[config.mk]
export PLATFORM = sky130hd
export DESIGN_NAME = simmem_mem_stub
export DESIGN_NICKNAME = d
export VERILOG_FILES = /design/src/rtl/simmem_pkg.sv /design/src/rtl/simmem_stub_fifo.sv /design/src/rtl/simmem_mem_stub.sv
export SDC_FILE = /design/constraint.sdc
export NUM_CORES = 1
export LEC_CHECK = 0
export CORE_ASPECT_RATIO = 1.2
export CORE_MARGIN = 1.5
export CORE_UTILIZATION = 25
export CTS_BUF_LIST = sky130_fd_sc_hd__clkbuf_16
export CTS_CLUSTER_DIAMETER = 200
export CTS_CLUSTER_SIZE = 40
export DETAILED_ROUTE_END_ITERATION = 12
export GPL_TIMING_DRIVEN = 0
export HOLD_SLACK_MARGIN = 0.15
export PLACE_DENSITY = 0.46
export SLEW_MARGIN = 15
export SYNTH_ARGS = -nofsm -noshare
export SYNTH_HDL_FRONTEND = slang
export SYNTH_SLANG_ARGS = --single-unit
[constraint.sdc]
create_clock -name clk_i -period 3.23 [get_ports clk_i]
set_input_delay 0.4845 -clock clk_i [delete_from_list [all_inputs] [get_ports clk_i]]
set_output_delay 0.4845 -clock clk_i [all_outputs]
set_load 0.03 [all_outputs]
[src/rtl/simmem_pkg.sv]
// simmem_pkg: shared stream payload types, state encodings and stub defaults.
package simmem_pkg;
    localparam int IdW            = 4;
    localparam int AddrW          = 32;
    localparam int DataW          = 32;
    localparam int MaxRBurstLenW  = 4;
    localparam int MaxWBurstLenW  = 4;
    localparam int StubRspLatency = 3;
    localparam int StubAddrQDepth = 4;

    typedef struct packed {
        logic [IdW-1:0]           id;
        logic [AddrW-1:0]         addr;
        logic [MaxRBurstLenW-1:0] burst_len;
    } raddr_t;

    typedef struct packed {
        logic [IdW-1:0]           id;
        logic [AddrW-1:0]         addr;
        logic [MaxWBurstLenW-1:0] burst_len;
    } waddr_t;

    typedef struct packed {
        logic [DataW-1:0] data;
    } wdata_t;

    typedef struct packed {
        logic [IdW-1:0]   id;
        logic [DataW-1:0] data;
        logic             last;
    } rdata_t;

    typedef struct packed {
        logic [IdW-1:0] id;
    } wrsp_t;

    typedef enum logic [1:0] {R_IDLE, R_WAIT, R_BURST} r_state_e;
    typedef enum logic [1:0] {W_IDLE, W_DATA, W_WAIT, W_RSP} w_state_e;
endpackage

[src/rtl/simmem_stub_fifo.sv]
// simmem_stub_fifo: small synchronous FIFO; pointer MSB separates full from empty.
module simmem_stub_fifo #(
    parameter type T     = logic,
    parameter int  Depth = 4
) (
    input  logic i_clk,
    input  logic i_rst,
    input  logic i_push,
    input  T     i_data,
    output logic o_full,
    input  logic i_pop,
    output T     o_data,
    output logic o_empty
);
    localparam int PtrW = $clog2(Depth) + 1;

    logic [PtrW-1:0] r_wptr, r_rptr;
    T r_mem [Depth];

    assign o_empty = r_wptr == r_rptr;
    assign o_full  = (r_wptr[PtrW-1] != r_rptr[PtrW-1]) && (r_wptr[PtrW-2:0] == r_rptr[PtrW-2:0]);
    assign o_data  = r_mem[r_rptr[PtrW-2:0]];

    always_ff @(posedge i_clk) begin
        if (i_rst) begin
            r_wptr <= '0;
            r_rptr <= '0;
        end else begin
            if (i_push && !o_full) r_wptr <= r_wptr + PtrW'(1);
            if (i_pop && !o_empty) r_rptr <= r_rptr + PtrW'(1);
        end
    end

    always_ff @(posedge i_clk) begin
        if (i_push && !o_full) r_mem[r_wptr[PtrW-2:0]] <= i_data;
    end
endmodule

[src/rtl/simmem_mem_stub.sv]
// simmem_mem_stub: fixed-latency memory stand-in; independent in-order read and write engines.
module simmem_mem_stub
    import simmem_pkg::*;
#(
    parameter int RAddrQDepth = StubAddrQDepth,
    parameter int WAddrQDepth = StubAddrQDepth,
    parameter int RspLatency  = StubRspLatency
) (
    input  logic   clk_i,
    input  logic   rst_i,
    input  logic   raddr_valid_i,
    output logic   raddr_ready_o,
    input  raddr_t raddr_i,
    input  logic   waddr_valid_i,
    output logic   waddr_ready_o,
    input  waddr_t waddr_i,
    input  logic   wdata_valid_i,
    output logic   wdata_ready_o,
    input  wdata_t wdata_i,
    output logic   rdata_valid_o,
    input  logic   rdata_ready_i,
    output rdata_t rdata_o,
    output logic   wrsp_valid_o,
    input  logic   wrsp_ready_i,
    output wrsp_t  wrsp_o
);
    localparam int LatW = (RspLatency > 0) ? $clog2(RspLatency + 1) : 1;

    logic   w_rq_full, w_rq_empty, w_rq_pop, w_wq_full, w_wq_empty, w_wq_pop;
    raddr_t w_rq_head;
    waddr_t w_wq_head;
    logic   w_unused;

    simmem_stub_fifo #(.T(raddr_t), .Depth(RAddrQDepth)) u_rq (
        .i_clk(clk_i), .i_rst(rst_i), .i_push(raddr_valid_i && raddr_ready_o), .i_data(raddr_i),
        .o_full(w_rq_full), .i_pop(w_rq_pop), .o_data(w_rq_head), .o_empty(w_rq_empty)
    );

    simmem_stub_fifo #(.T(waddr_t), .Depth(WAddrQDepth)) u_wq (
        .i_clk(clk_i), .i_rst(rst_i), .i_push(waddr_valid_i && waddr_ready_o), .i_data(waddr_i),
        .o_full(w_wq_full), .i_pop(w_wq_pop), .o_data(w_wq_head), .o_empty(w_wq_empty)
    );

    // Addresses and write payload are not modelled; only ids and burst lengths matter.
    assign w_unused = ^{w_rq_head.addr, w_wq_head.addr, wdata_i};

    assign raddr_ready_o = !rst_i && !w_rq_full;
    assign waddr_ready_o = !rst_i && !w_wq_full;

    r_state_e                 r_rstate, w_rstate_nxt;
    logic [IdW-1:0]           r_rid;
    logic [MaxRBurstLenW-1:0] r_rlen;
    logic [MaxRBurstLenW:0]   r_rbeat;
    logic [LatW-1:0]          r_rlat;
    logic                     w_rlast, w_rd_hs;

    assign w_rlast       = r_rbeat == {1'b0, r_rlen};
    assign rdata_valid_o = !rst_i && (r_rstate == R_BURST);
    assign w_rd_hs       = rdata_valid_o && rdata_ready_i;
    assign w_rq_pop      = (r_rstate == R_IDLE) && !w_rq_empty;

    always_comb begin
        w_rstate_nxt = r_rstate;
        case (r_rstate)
            R_IDLE:  if (!w_rq_empty) begin
                         if (RspLatency == 0) w_rstate_nxt = R_BURST;
                         else                 w_rstate_nxt = R_WAIT;
                     end
            R_WAIT:  if (r_rlat == LatW'(1)) w_rstate_nxt = R_BURST;
            R_BURST: if (w_rd_hs && w_rlast) w_rstate_nxt = R_IDLE;
            default: w_rstate_nxt = R_IDLE;
        endcase
    end

    always_ff @(posedge clk_i) begin
        if (rst_i) begin
            r_rstate <= R_IDLE;
            r_rid    <= '0;
            r_rlen   <= '0;
            r_rbeat  <= '0;
            r_rlat   <= '0;
        end else begin
            r_rstate <= w_rstate_nxt;
            if (w_rq_pop) begin
                r_rid   <= w_rq_head.id;
                r_rlen  <= w_rq_head.burst_len;
                r_rbeat <= '0;
                r_rlat  <= LatW'(RspLatency);
            end
            if (r_rstate == R_WAIT) r_rlat <= r_rlat - LatW'(1);
            if (w_rd_hs && !w_rlast) r_rbeat <= r_rbeat + 1'b1;
        end
    end

    always_comb begin
        rdata_o = '0;
        if (rdata_valid_o) begin
            rdata_o.id   = r_rid;
            rdata_o.data = DataW'(r_rbeat);
            rdata_o.last = w_rlast;
        end
    end

    w_state_e                 r_wstate, w_wstate_nxt;
    logic [IdW-1:0]           r_wid;
    logic [MaxWBurstLenW-1:0] r_wlen;
    logic [MaxWBurstLenW:0]   r_wbeat;
    logic [LatW-1:0]          r_wlat;
    logic                     w_wlast, w_wd_hs;

    assign w_wlast       = r_wbeat == {1'b0, r_wlen};
    assign wdata_ready_o = !rst_i && (r_wstate == W_DATA);
    assign wrsp_valid_o  = !rst_i && (r_wstate == W_RSP);
    assign w_wd_hs       = wdata_valid_i && wdata_ready_o;
    assign w_wq_pop      = (r_wstate == W_IDLE) && !w_wq_empty;
    assign wrsp_o.id     = wrsp_valid_o ? r_wid : '0;

    always_comb begin
        w_wstate_nxt = r_wstate;
        case (r_wstate)
            W_IDLE:  if (!w_wq_empty) w_wstate_nxt = W_DATA;
            W_DATA:  if (w_wd_hs && w_wlast) begin
                         if (RspLatency == 0) w_wstate_nxt = W_RSP;
                         else                 w_wstate_nxt = W_WAIT;
                     end
            W_WAIT:  if (r_wlat == LatW'(1)) w_wstate_nxt = W_RSP;
            W_RSP:   if (wrsp_ready_i) w_wstate_nxt = W_IDLE;
            default: w_wstate_nxt = W_IDLE;
        endcase
    end

    always_ff @(posedge clk_i) begin
        if (rst_i) begin
            r_wstate <= W_IDLE;
            r_wid    <= '0;
            r_wlen   <= '0;
            r_wbeat  <= '0;
            r_wlat   <= '0;
        end else begin
            r_wstate <= w_wstate_nxt;
            if (w_wq_pop) begin
                r_wid   <= w_wq_head.id;
                r_wlen  <= w_wq_head.burst_len;
                r_wbeat <= '0;
            end
            if (w_wd_hs && !w_wlast) r_wbeat <= r_wbeat + 1'b1;
            if (w_wd_hs && w_wlast) r_wlat <= LatW'(RspLatency);
            if (r_wstate == W_WAIT) r_wlat <= r_wlat - LatW'(1);
        end
    end
endmodule

# Word level (Yosys, flattened, before mapping)
# Memory sizes are Yosys's and may differ from the RTL's. A register that Yosys moved wholly into a read port is not among the register bits.
# Cells that the tools add are included.
# W data, S select, Z words.
# word_totals
out_inout_bits	46
wordCells	101
n_memories	2
ramBits	320
reg_bits	30
# op_classes
eq_ne	22
reduce_logical	36
n_mux	23
n_addsub	8
# mem_list
memory	words	width	read_ports	rd_clocked_by_memory_dff	wr	line	rtl
u_rq.r_mem	4	40	1	1	1	simmem_stub_fifo.sv:18	T r_mem [Depth];
u_wq.r_mem	4	40	1	1	1	simmem_stub_fifo.sv:18	
# op_table
cell	count
$mux W37	1
$mux W2	11
$logic_and A1 B1 Y1	21
$mux W5	4
$add A3 B1 Y3 const B	4
$add A5 B1 Y5 const B	2
$eq A5 B4 Y1	2
$ne A2 B2 Y1 const B	5
$eq A2 B1 Y1 const B	4
$pmux W2 S4	1
$reduce_bool A2 Y1	4
$logic_not A1 Y1	7
$eq A2 B2 Y1 const B	3
$eq A3 B3 Y1	2
$pmux W2 S3	1
$eq A2 B2 Y1	2
$logic_not A2 Y1	2
$mux W1	4
$mux W4	1
$ne A2 B1 Y1 const B	2
$reduce_and A4 Y1	1
$sub A2 B1 Y2 const B	2
$reduce_and A3 Y1	1
$ne A1 B1 Y1	2

# Logic depth before layout (Yosys ltp)
# Gate-level depths: netlist of run 1.
# logic_depth
word_depth	8
ltp_mapped	7
depth_no_buf	7

# Modules after synthesis
# A second synthesis of run 1 with hierarchy kept.
# unflattened
hier_cells	797
area_unflattened_um2	14616.5
# modules_own_cells
mod	seq_area_each_um2	area_per_inst_um2	cells_each	instances
simmem_stub_fifo	4964.8	6336.1	277	2
simmem_mem_stub	680.7	1944.4	243	1

# Least setup slack after synthesis of run 1
# No wires, ideal clock.
# synth_path
kind	in2out
startpoint	input port rst_i
endpoint	output port rdata_o[1] (netlist bit)
arrival_time_ns	1.641
n_path_buf	2
t_required_ns	2.745
path_slack_ns	1.104
cell_stages	4
cell_sequence	buf_2 -> nor3b_2 -> clkbuf_1 -> and2_1
# synth_lines
element	line	rtl
start, declared	simmem_mem_stub.sv:10	input logic rst_i,
end, declared	simmem_mem_stub.sv:22	output rdata_t rdata_o,

# Worst setup path after layout of run 1
# layout_path
startpoint	input port rst_i
endpoint	output port wrsp_valid_o
# layout_via
elab_chain_len	2
# layout_rtl
element	line	rtl
$logic_not A1 Y1	simmem_mem_stub.sv:113	assign wrsp_valid_o = !rst_i && (r_wstate == W_RSP);
$logic_and A1 B1 Y1	simmem_mem_stub.sv:113	
end, declared	simmem_mem_stub.sv:23	output logic wrsp_valid_o,
# Every way passes these cells.

==> results of run 1 <==
==> power by group through the flow <==
| stage | clock network (mW) | logic [mW] | registers (mW) |
|---|---|---|---|
| after global routing | 1.15 | 1.36 | 1.79 |
| after detailed placement | 0 | 1.24 | 1.80 |
| after global placement | 0 | 1.21 | 1.79 |
| final | 1.06 | 1.23 | 1.77 |
| after CTS | 1.10 | 1.25 | 1.77 |
| after floorplan | 0 | 0.984 | 1.76 |
==> flip-flops by register name, indices dropped and copies added, names as in the netlist <==
| name | flops |
|---|---|
| u_wq.r_mem | 32 |
| u_wq.r_wptr | 3 |
| r_wlat | 2 |
| r_rid | 4 |
| r_rlat | 2 |
| r_rbeat | 5 |
| r_rlen | 4 |
| u_rq.r_mem | 32 |
| r_wbeat | 5 |
| u_wq.r_rptr | 3 |
| u_rq.r_wptr | 3 |
| r_wlen | 4 |
| r_rstate | 2 |
| r_wid | 4 |
| u_rq.r_rptr | 3 |
| r_wstate | 2 |
==> placed cells by master, fill, tap and decap left out, types with 2 or more instances in the layout <==
master,count
o31ai_1,2
nand3_1,13
or3_1,2
nand2b_1,3
nor2_1,33
clkdlybuf4s50_1,40
a21oi_1,11
and2_1,16
o311ai_2,3
mux4_2,5
mux4_1,11
edfxtp_1,64
inv_1,20
nor2b_1,2
nor3_1,3
a21o_1,3
mux2i_1,17
clkinv_4,3
buf_6,3
dfxtp_1,46
nand2_1,12
clkbuf_1,5
a31oi_1,5
ha_1,19
and2_4,2
inv_8,2
buf_4,30
xnor2_1,9
clkbuf_16,9
and3_1,5
nand3b_1,4
conb_1,27
xor2_1,13
nand4b_1,2
==> worst paths after layout <==
check / cells after the start / endpoint / from
max: 5 / wrsp_valid_o / rst_i
min reg2reg: 2 / r_wid[1]$_SDFFE_PP0P_ / r_wid[1]$_SDFFE_PP0P_
min: 2 / r_wid[1]$_SDFFE_PP0P_ / r_wid[1]$_SDFFE_PP0P_
max reg2reg: 4 / u_rq.r_mem[1][39]$_DFFE_PP_ / u_rq.r_rptr[0]$_SDFFE_PP0P_
==> worst max-delay path, cell delays in order <==
cell and delay [ps]:
buf_2 240, buf_1 460, clkbuf_1 480, nor2_1 80
clkdlybuf4s50_1 610
==> metrics by stage <==
stage | cell area [um^2] | std cells | setup WS, ps | utilization (%)
after floorplan | 5210 | 413 | 1100 | -
after global placement | 5940 | 718 | 310 | 29.4
after detailed placement | 5940 | 718 | 324 | 29.4
after CTS | 6230 | 734 | 318 | 30.9
after global routing | 6230 | 734 | 208 | 30.9
final | 6230 | 734 | 394 | 30.9
==> layout make-up <==
class | instances | area, um^2 | area share, %
well taps | 265 | 332 | 5.32
plain buffers | 41 | 300 | 4.82
clock inverters | 7 | 60.1 | 0.964
clock buffers | 9 | 225 | 3.62
multi-input cells | 242 | 1990 | 32.0
repair buffers | 40 | 400 | 6.43
flip-flops and latches | 110 | 2840 | 45.6
inverters | 20 | 75.1 | 1.21
==> cell families (layout without fill, tap and decap cells) <==
logic type,Yosys count,count (layout),share of synthesized area (%)
AO/OA/AOI/OAI,39,39,6.63
buffers and inverters,61,117,7.34
other,1,27,0.0733
multiplexers,33,33,11.2
XOR/XNOR,24,24,4.40
flip-flops,110,110,55.6
adder cells (fa/ha/maj),19,19,4.65
AND/OR/NAND/NOR,100,100,10.1
==> metal layers <==
layer / routed length [um] / global-route usage [%] / share of wire, %
met2: 5310 / 18.2 / 52
met3: 326 / 1.75 / 3.2
met5: 0 / 0 / 0
met1: 4430 / 11.8 / 43
met4: 148 / 3.41 / 1.4
==> impl_metrics.ini, run 1 <==
[outcome]
outcome = complete, no violations

[cts]
cts_tree = yes
post_cts_buffers = 0
cts_resized = 0
path_clk_slew_ps = 80
cts_buffer_depth = 2
clk_latency_ps = 350
cts_sinks = 110
htreeDepth = 3
root_buffer = clkbuf_16
ctsHoldBuffers = 0
cts_made_buffers = 9

[synthesis]
netlist_area_mm2 = 0.00511
synth_top_cell_by_area = edfxtp_1
synth_most_common_cell = edfxtp_1
ys_seq_area_share_pct = 55.6
synth_enable_flop_cells = 64
synth.distinct_cells = 54
ys_async_sr_fraction_pct = 0
yosysTopAreaCellShare_pct = 37.6
yosys_warnings = 0
synthCells = 387
synth_common_cells = edfxtp_1, dfxtp_1, nor2_1, buf_4
ys_top_cells_by_area = edfxtp_1, dfxtp_1, mux4_1, ha_1, buf_4
synth_top_flop_cell = edfxtp_1
ys_ff_latch = 110
syn_area_per_cell_um2 = 13.2

[floorplan]
fp-row-count = 57
ios = 165
fp.coreArea_mm2 = 0.0202
start_util_pct = 25.3
die-area_mm2 = 0.0213
dieWidth_um = 134
die_h_um = 160

[cells_and_area]
syn2layout_area_growth_pct = 21.8
fillCellCount = 2022
antenna_cells = 0
drive_gt1_share_pct = 14.9
nNetsFinal = 602

[sta]
max_slew_margin_pct = 53.3
post-route-min-period_ps = 2840
timing.final.crit_share_pct = 87.8
hold_viol_final = 0
setup_viol = 0
slew_violations = 0
worstMarginPinSlew_ps = 700
rsz0062_at_grt = false
fmax_mhz = 353
tns_ps = 0
holdWs_ps = 459
finClkSkew_ps = 12.3

[setup_path]
arrival_ps = 2350
crit_required_ps = 2750
critPathMaxFanout = 10
rrSetupSlack_ps = 1180
cp-start-kind = primary input
endpoint_kind = output pin
crit_type = in -> out

[placement]
finalWeightedCongestion = 0.697
io_buffers = 40
hpwlAfterDp_mm = 7.49

[power_and_ir_drop]
pwr-share-seq_pct = 43.6
ir_worst_vdd_v = 0.000342
p_leak_nw = 2.39
clkPwrFrac_pct = 26.2
power_mw = 4.05
power_frac_comb_pct = 30.2
internal_power_mw = 2.76
switching_share_pct = 32.0
p_switching_mw = 1.30
p_per_area_mw_per_mm2 = 651

[global_route]
grt_pass1_vias = 3145
grt_use_total_pct = 9.99
grt-ovfl-total = 0
grt_antenna_before_repair = 0
grt_start_max_net_pins = 21
grt_pass1_wl_mm = 16.5

[routing]
routed-via-count = 3048
drtIter0Drc = 84
post_drt_wl_per_cell_um = 13.9
viasPerCell = 4.15
totalWireLength_mm = 10.2
postRouteAntennaNets = 0
drc = 0
first_pass_iters = 4

[min_path]
hp-class = reg -> reg

[job]
maxCapViolations = 0
Power figures use the tool's default switching activity.
==> run 2: changes to the inputs <==
--- a/config.mk
+++ b/config.mk
@@ -11,5 +11,5 @@
 export CTS_BUF_LIST = sky130_fd_sc_hd__clkbuf_16
 export CTS_CLUSTER_DIAMETER = 200
-export CTS_CLUSTER_SIZE = 40
+export CTS_CLUSTER_SIZE = 24
 export DETAILED_ROUTE_END_ITERATION = 12
 export GPL_TIMING_DRIVEN = 0
==> constraint.sdc (replaced) <==
create_clock -name clk_i -period 3.23 [get_ports clk_i]
set_input_delay 0.646 -clock clk_i [delete_from_list [all_inputs] [get_ports clk_i]]
set_output_delay 0.646 -clock clk_i [all_outputs]
set_load 0.03 [all_outputs]
==> impl_metrics.ini, run 2 (synthesis results as in run 1) <==
[routing]
drtIter0Drc = 84
drc = 0
post_drt_wl_per_cell_um = 13.9
postRouteAntennaNets = 0
totalWireLength_mm = 10.2
first_pass_iters = 4
routed-via-count = 3044
viasPerCell = 4.15

[cells_and_area]
drive_gt1_share_pct = 15.1
antenna_cells = 0
utilization_pct = 30.9
layout_commonest_cell = edfxtp_1
fillCellCount = 2021
syn2layout_area_growth_pct = 21.8
final_cell_mix = edfxtp_1, dfxtp_1, clkdlybuf4s50_1
nNetsFinal = 602

[sta]
fmax_mhz = 331
worstMarginPinSlew_ps = 700
slew_violations = 0
finClkSkew_ps = 12.3
setup_viol = 0
max_slew_margin_pct = 53.3
post-route-min-period_ps = 3020
rsz0062_at_grt = false
hold_viol_final = 0
holdWs_ps = 459
timing.final.crit_share_pct = 93.5

[placement]
finalWeightedCongestion = 0.697
io_buffers = 40
hpwlAfterDp_mm = 7.49

[setup_path]
arrival_ps = 2370
endpoint_kind = output pin
reg2reg_depth = 4
crit_required_ps = 2580
path_cells = buf_2, nor3b_2, clkbuf_1, and2_1, clkdlybuf4s50_1
rr_startpoint = u_rq.r_rptr[0]$_SDFFE_PP0P_
critPathMaxFanout = 10
slowest_stage = clkdlybuf4s50_1
rrSetupSlack_ps = 1180
crit_buf_inv = 3
cpPeakStageDelay_ps = 680
r2r-end = u_rq.r_mem[1][39]$_DFFE_PP_
crit_type = in -> out
cp-start-kind = primary input
cpLargestDelayFamily = buffers and inverters

[cts]
htreeDepth = 3
cts_resized = 1
ctsHoldBuffers = 0
path_clk_slew_ps = 80
post_cts_buffers = 0
cts_sinks = 110
clk_latency_ps = 350
cts_made_buffers = 9
root_buffer = clkbuf_16
cts_buffer_depth = 2
cts_tree = yes

[floorplan]
dieWidth_um = 134
die_h_um = 160
die-area_mm2 = 0.0213
ios = 165
start_util_pct = 25.3
fp-row-count = 57
fp.coreArea_mm2 = 0.0202

[min_path]
hold_path_end = r_wid[1]$_SDFFE_PP0P_
worstHoldStart = r_wid[1]$_SDFFE_PP0P_
hold_depth = 2
hp-class = reg -> reg

[global_route]
grt_pass1_vias = 3145
grt_use_met3_pct = 1.75
grt_start_max_net_pins = 21
grtUsageMet1_pct = 11.8
gr-max-usage-layer = met2
grt_antenna_before_repair = 0
grt_pass1_wl_mm = 16.5
grt_util_met2_pct = 18.2
grt-ovfl-total = 0
grt_use_total_pct = 9.99

[power_and_ir_drop]
p_leak_nw = 2.39
ir_worst_vdd_v = 0.000342
p_per_area_mw_per_mm2 = 651

[outcome]
outcome = complete, no violations

[job]
maxCapViolations = 0
run 2: cell counts in the layout (fill, tap and decap cells not counted):
Identical to the previous run, type by type.
run 2: metal layers:
metal,part of all wire [%],wire (um),up-vias
met3,3.0,309,9
met5,0,0,-
met2,52,5310,58
met1,44,4460,1481
li1,-,-,1496
met4,1.4,148,0
run 2: worst max-delay path by stage:
stage | startpoint | to | slack [ps] | cells past startpoint
finish | rst_i | rdata_o[36] | 210 | 5
global route | rst_i | wrsp_valid_o | 80 | 5
CTS | rst_i | wrsp_valid_o | 160 | 5
detailed placement | rst_i | wrsp_valid_o | 0.5 | 5
global placement | rst_i | wrsp_valid_o | -10 | 5
floorplan | rst_i | rdata_o[1] | 780 | 4
run 2: where the power goes:
group	switching [mW]	internal (mW)	total, mW
logic	0.657	0.569	1.23
clock network	0.525	0.536	1.06
registers	0.116	1.65	1.77
total	1.30	2.76	4.05
run 2: worst register-to-register path, stage by stage (launching register included):
cell      delay, ps
dfxtp_1         360
buf_6           200
xnor2_2         110
a311oi_2        510
and2_1          500
run 2: through the flow:
stage | std cells | TNS, ps | power (mW) | instance area (um^2) | setup WS, ps
global route | 734 | 0 | 4.30 | 6230 | 82.8
detailed placement | 718 | 0 | 3.04 | 5940 | 0.526
finish | 734 | 0 | 4.05 | 6230 | 209
CTS | 734 | 0 | 4.12 | 6230 | 163
global placement | 718 | -13.1 | 3.00 | 5940 | -13.1
floorplan | 413 | 0 | 2.74 | 5210 | 781
run 2: area by class of cell:
| type | count | area (um^2) | share of cell area, % |
|---|---|---|---|
| Buffer | 41 | 302 | 4.84 |
| Clock buffer | 9 | 225 | 3.62 |
| Clock inverter | 7 | 60.1 | 0.964 |
| Inverter | 20 | 75.1 | 1.21 |
| Multi-Input combinational cell | 242 | 1990 | 32.0 |
| Sequential cell | 110 | 2840 | 45.6 |
| Tap cell | 265 | 332 | 5.32 |
| Timing Repair Buffer | 40 | 400 | 6.43 |
